## src/rtl/if_pkg.sv

```systemverilog
// Shared types and constants for the instruction fetch stage.
package if_pkg;

  // Width of the PC field carried in the IF/ID payload.
  localparam int unsigned IF_PC_W = 16;

  // addi x0,x0,0 -- the bubble that sits in IF/ID after reset or a flush.
  localparam logic [31:0] IF_NOP_INSTR = 32'h0000_0013;

  typedef enum logic [1:0] {
    FETCH   = 2'd0,
    WAIT    = 2'd1,
    DISCARD = 2'd2
  } fetch_state_t;

  typedef struct packed {
    logic [31:0]        instr;
    logic [IF_PC_W-1:0] pc;
    logic               valid;
  } ifid_t;

endpackage

```

## src/rtl/ifid_skid_buffer.sv

```systemverilog
// One-entry holding slot for a fetch response that arrives while decode is
// stalled. Clear beats load, and load beats drain.
module ifid_skid_buffer
  import if_pkg::*;
(
  input  logic  clk,
  input  logic  reset,
  input  logic  clear,
  input  logic  load,
  input  logic  drain,
  input  ifid_t din,
  output logic  full,
  output ifid_t dout
);

  // Occupancy flag and payload.
  always_ff @(posedge clk) begin
    if (reset || clear) begin
      full <= 1'b0;
      dout <= '0;
    end else if (load) begin
      full <= 1'b1;
      dout <= din;
    end else if (drain) begin
      full <= 1'b0;
    end
  end

endmodule

```

## src/rtl/fetch_unit.sv

```systemverilog
// IF stage with IF/ID register. At most one instruction-memory request is in
// flight; a response that arrives during a decode stall parks in a one-entry
// skid buffer. Redirects flush IF/ID and squash any outstanding response.
module fetch_unit
  import if_pkg::*;
#(
  parameter int unsigned         PC_WIDTH  = IF_PC_W,
  parameter logic [PC_WIDTH-1:0] RESET_PC  = '0,
  parameter logic [31:0]         NOP_INSTR = IF_NOP_INSTR
) (
  input  logic                clk,
  input  logic                reset,
  input  logic                pc_write_zero,
  input  logic                IFID_pipeline_write_zero,
  input  logic                redirect,
  input  logic [PC_WIDTH-1:0] dest_pc,
  output logic                imem_req,
  output logic [PC_WIDTH-1:0] imem_addr,
  input  logic                imem_rvalid,
  input  logic [31:0]         imem_rdata,
  output logic [31:0]         instr_D,
  output logic [PC_WIDTH-1:0] pc_D,
  output logic                valid_D
);

  fetch_state_t        state;
  logic [PC_WIDTH-1:0] pc_F;
  logic [PC_WIDTH-1:0] req_pc;
  logic [PC_WIDTH-1:0] seq_pc;
  logic [PC_WIDTH-1:0] fetch_pc;
  // A response completed while pc_write_zero was high: the sequential
  // advance to req_pc+4 is deferred until the next request goes out.
  logic                pc_adv;
  logic                issue;
  logic                resp_live;
  logic                skid_load;
  logic                skid_drain;
  logic                skid_full;
  ifid_t               skid_q;
  ifid_t               resp_word;
  ifid_t               ifid_q;

  // Request issue, response qualification and skid control.
  always_comb begin
    seq_pc     = req_pc + PC_WIDTH'(4);
    fetch_pc   = pc_adv ? seq_pc : pc_F;
    issue      = !reset && (state == FETCH) && !skid_full &&
                 !pc_write_zero && !redirect;
    imem_req   = issue;
    imem_addr  = issue ? fetch_pc : '0;
    resp_live  = !reset && (state == WAIT) && imem_rvalid && !redirect;
    resp_word  = '{instr: imem_rdata, pc: IF_PC_W'(req_pc), valid: 1'b1};
    skid_load  = resp_live && IFID_pipeline_write_zero;
    skid_drain = skid_full && !IFID_pipeline_write_zero && !redirect;
  end

  // Fetch FSM and architectural PC.
  always_ff @(posedge clk) begin
    if (reset) begin
      state  <= FETCH;
      pc_F   <= RESET_PC;
      req_pc <= '0;
      pc_adv <= 1'b0;
    end else if (redirect) begin
      pc_F   <= dest_pc;
      pc_adv <= 1'b0;
      // An outstanding request must be soaked up before fetching dest_pc,
      // unless its response lands in this very cycle. A response consumed
      // while already in DISCARD also ends the squash.
      if (state != FETCH && !imem_rvalid) state <= DISCARD;
      else                                state <= FETCH;
    end else begin
      case (state)
        FETCH: if (issue) begin
          req_pc <= fetch_pc;
          pc_F   <= fetch_pc;
          pc_adv <= 1'b0;
          state  <= WAIT;
        end
        WAIT: if (imem_rvalid) begin
          state <= FETCH;
          if (pc_write_zero) pc_adv <= 1'b1;
          else               pc_F   <= seq_pc;
        end
        DISCARD: if (imem_rvalid) state <= FETCH;
        default: state <= FETCH;
      endcase
    end
  end

  // IF/ID register: flush, fresh response, or drain of the parked word.
  always_ff @(posedge clk) begin
    if (reset || redirect)
      ifid_q <= '{instr: NOP_INSTR, pc: '0, valid: 1'b0};
    else if (resp_live && !IFID_pipeline_write_zero)
      ifid_q <= resp_word;
    else if (skid_drain)
      ifid_q <= skid_q;
  end

  ifid_skid_buffer u_skid (
    .clk   (clk),
    .reset (reset),
    .clear (redirect),
    .load  (skid_load),
    .drain (skid_drain),
    .din   (resp_word),
    .full  (skid_full),
    .dout  (skid_q)
  );

  assign instr_D = ifid_q.instr;
  assign pc_D    = PC_WIDTH'(ifid_q.pc);
  assign valid_D = ifid_q.valid;

endmodule
```

## config.mk

```make
export PLATFORM = sky130hd
export DESIGN_NAME = fetch_unit
export DESIGN_NICKNAME = d
export VERILOG_FILES = /design/src/rtl/if_pkg.sv /design/src/rtl/ifid_skid_buffer.sv /design/src/rtl/fetch_unit.sv
export SDC_FILE = /design/constraint.sdc
export NUM_CORES = 1
export LEC_CHECK = 0
export CORE_UTILIZATION = 40
export DETAILED_ROUTE_END_ITERATION = 10
export PLACE_DENSITY_LB_ADDON = 0.08
export SYNTH_ARGS = -nofsm -noshare
export SYNTH_HDL_FRONTEND = slang
export SYNTH_SLANG_ARGS = --single-unit
```

## constraint.sdc

```tcl
create_clock -name clk -period 3 [get_ports clk]
set_clock_uncertainty 0.2 [all_clocks]
set_input_delay 0.45 -clock clk [delete_from_list [all_inputs] [get_ports clk]]
set_output_delay 0.45 -clock clk [all_outputs]
set_load 0.03 [all_outputs]
```

==> impl_metrics.env <==
export IMPL_timing_fmax_mhz=351
export IMPL_antenna_found_initial=0
export IMPL_ios=120
export IMPL_r2r_start="state[1]$_SDFFE_PP0P_"
export IMPL_grt_usage=0.223
export IMPL_clkPwrFrac=0.473
export IMPL_routedWlPerCell_um=17.7
export IMPL_p_sw_frac=0.251
export IMPL_grt_pass1_wl_mm=28.0
export IMPL_fin_nets=850
export IMPL_synth_net_count=752
export IMPL_tritoncts="yes"
export IMPL_async_flop_share=0
export IMPL_drv_slew=0
export IMPL_final_area_um2=7890
export IMPL_die_area_um2=15500
export IMPL_setup_worst_path_start="req_pc[3]$_SDFFE_PP0P_"
export IMPL_synth_flop_cell="dfxtp_1"
export IMPL_cts_num_sinks=134
export IMPL_worst_slack_ns=0.152
export IMPL_worstMarginPinSlew_ns=0.683
export IMPL_fp_dieW_um=124
export IMPL_synth_cell_type_count=66
export IMPL_dpl_cell_area_um2=7300
export IMPL_drive_above_1_share=0.134
export IMPL_p_per_area_nw_per_um2=531
export IMPL_root_buffer="clkbuf_16"
export IMPL_pre_cts_ws_ns=0.207
export IMPL_reg2reg_depth=7
export IMPL_crit_path_top_delay_cell="dfxtp_2"
export IMPL_crit_path_start_kind="flip-flop"
export IMPL_min_period_ns=2.85
export IMPL_start_util=0.411
export IMPL_setup_viol=0
export IMPL_wl_mm=17.6
export IMPL_ant_nets=0
export IMPL_gr_total_overflow=0
export IMPL_num_rows=44
export IMPL_final_common_cell="dfxtp_1"
export IMPL_peakVddDrop_mv=0.410
export IMPL_pwr_share_seq=0.442
export IMPL_drc_errors=0
export IMPL_coreArea_um2=14600
export IMPL_p_sw_w=0.00105
export IMPL_htreeDepth=4
export IMPL_hold_buffers=0
export IMPL_cp_max_fo=11
export IMPL_status="completed"
export IMPL_num_vias=5762
export IMPL_path_cells="ha_2 > nand3_1 > buf_4 > nor4_4 > xnor2_1 > a21oi_2 > buf_12"
export IMPL_grt_setup_unrepaired="false"
export IMPL_drv_cap=0
export IMPL_vias_per_cell=5.82
export IMPL_synth_seq_cells=134
export IMPL_clock_latency_ns=0.42
export IMPL_die_y_um=124
export IMPL_r2r_end="instr_D[23]$_SDFFE_PP0P_"
export IMPL_ys_seq_area_frac=0.448
export IMPL_layout_common_cells="dfxtp_1, nand2_1, clkdlybuf4s50_1"
export IMPL_cp_end_kind="output pin"
export IMPL_yosys_warnings=0
export IMPL_grt_pass1_vias=5487
export IMPL_numPortBuffers=119
export IMPL_area_delta_synth_final_pct=31.7
export IMPL_cts_clk_slew_worst_paths_ns=0.06
export IMPL_syn_instance_count=695
export IMPL_synth_edf_count=0
export IMPL_r2r_setup_slack_ns=0.60
export IMPL_holdWs_ns=0.244
export IMPL_setup_tns_ns=0
export IMPL_drt_pass1_iter_count=8
export IMPL_drt_iter0_markers=640
export IMPL_endpoint="imem_addr[14]"
export IMPL_numCtsBuffers=17
export IMPL_place_hpwl_mm=11.0
export IMPL_p_comb_frac=0.086
export IMPL_min_period_over_period=0.949
export IMPL_p_int_w=0.00314
export IMPL_maxSlewHeadroom=0.543
export IMPL_leakage_nw=2.95
export IMPL_avgSynthCellArea_um2=8.63
export IMPL_max_stage_delay_ns=0.39
export IMPL_cp_data_arrival_time_ns=2.20
export IMPL_worstHoldPathType="flip-flop to flip-flop"
export IMPL_diodes=0
export IMPL_fillers=1329
export IMPL_hold_violations=0
export IMPL_grt_max_degree=52
export IMPL_worst_setup_path_type="flip-flop to output pin"
export IMPL_synth_area_um2=5990
export IMPL_cts_buffer_depth=2
export IMPL_crit_required_ns=2.35
export IMPL_gp_congestion=0.811
==> per-layer routing <==
metal,up-vias,part of all wire,GRT usage
met4,0,0.014,0.0751
met3,19,0.058,0.0520
met2,202,0.47,0.363
met5,-,0,0
li1,2735,-,-
met1,2806,0.45,0.290
==> worst min path at each step <==
| stage | from | to | slack, ns | cells past startpoint |
|---|---|---|---|---|
| 6_report | u_skid.dout[0]$_SDFFE_PP0P_ | u_skid.dout[0]$_SDFFE_PP0P_ | 0.24 | 2 |
| 5_1_grt | u_skid.dout[0]$_SDFFE_PP0P_ | u_skid.dout[0]$_SDFFE_PP0P_ | 0.26 | 2 |
| 4_1_cts | u_skid.dout[0]$_SDFFE_PP0P_ | u_skid.dout[0]$_SDFFE_PP0P_ | 0.25 | 2 |
| 3_5_place_dp | u_skid.dout[0]$_SDFFE_PP0P_ | u_skid.dout[0]$_SDFFE_PP0P_ | 0.24 | 2 |
| 3_3_place_gp | u_skid.dout[0]$_SDFFE_PP0P_ | u_skid.dout[0]$_SDFFE_PP0P_ | 0.23 | 2 |
| 2_1_floorplan | u_skid.dout[0]$_SDFFE_PP0P_ | u_skid.dout[0]$_SDFFE_PP0P_ | 0.22 | 2 |
==> repair_timing <==
item                                    CTS  global route
pin swaps                                 0             1
setup buffers                             0             1
hold endpoints to repair                  0             0
endpoints found under the setup margin    1             5
gates resized for setup                   1             4
==> cell families (layout without fill, tap and decap cells) <==
family,Yosys count,after routing,synth area share
compound gates,156,156,0.207
xor+xnor,7,7,0.0102
fa+ha+maj,3,3,0.00626
buf+inv,77,188,0.0641
flops,134,134,0.448
mux,14,14,0.0240
simple gates,304,304,0.241
==> state kept, by name, summed over array words and instances (netlist names) <==
name	cells
u_skid.dout	49
pc_adv	1
req_pc	16
pc_D	16
pc_F	16
instr_D	32
state	2
valid_D	1
u_skid.full	1
==> power by group through the flow <==
stage          logic [W]  registers (W)  clock network [W]
2_1_floorplan   0.000212        0.00188                  0
3_3_place_gp    0.000351        0.00189                  0
3_5_place_dp    0.000357        0.00189                  0
4_1_cts         0.000359        0.00185            0.00202
5_1_grt         0.000387        0.00186            0.00211
6_report        0.000360        0.00185            0.00198
==> area by class of cell <==
type                    instances  area (um^2)  area share
flip-flops and latches        134         2680       0.340
inverters                      11         41.3     0.00523
repair buffers                145         1420       0.180
clock buffers                  18          439      0.0556
well taps                     184          230      0.0292
clock inverters                14          125      0.0159
multi-input cells             484         2950       0.374
==> cells in the mapped netlist, types with 4 or more instances <==
master     number  area (um^2)
nor2_1         70          263
inv_1          10         37.5
mux2i_1        11          110
nor4_1          4         25.0
o21ai_0        21          105
nor3_1         19         95.1
nand2b_1        5         31.3
o22ai_1         6         37.5
a222oi_1       45          450
a211oi_1        8         60.1
a22oi_1         6         45.0
buf_6           5         56.3
a31oi_1         9         56.3
a21oi_1        21          105
buf_2          23          115
and2_1          4         25.0
buf_1           8         30.0
dfxtp_1       134         2680
buf_4           7         52.6
nand3_1        57          285
o21a_1          8         60.1
o2bb2ai_1       5         43.8
nand2_1       118          443
clkbuf_1       21         78.8
xnor2_1         4         35.0
==> critical path, delay by kind of cell (launching register included) <==
| family | cells | cell delay (ns) |
|---|---|---|
| AO/OA/AOI/OAI | 1 | 0.22 |
| XOR/XNOR | 1 | 0.18 |
| adder cells (fa/ha/maj) | 1 | 0.24 |
| buffers and inverters | 2 | 0.35 |
| flip-flops | 1 | 0.39 |
| AND/OR/NAND/NOR | 2 | 0.40 |
==> metrics by stage <==
step | power [W] | utilization | instances
3_5_place_dp | 0.00225 | 0.501 | 957
4_1_cts | 0.00423 | 0.540 | 989
6_report | 0.00419 | 0.541 | 990
2_1_floorplan | 0.00209 | - | 695
5_1_grt | 0.00436 | 0.541 | 990
3_3_place_gp | 0.00224 | 0.501 | 957
(Power assumes the default switching activity.)
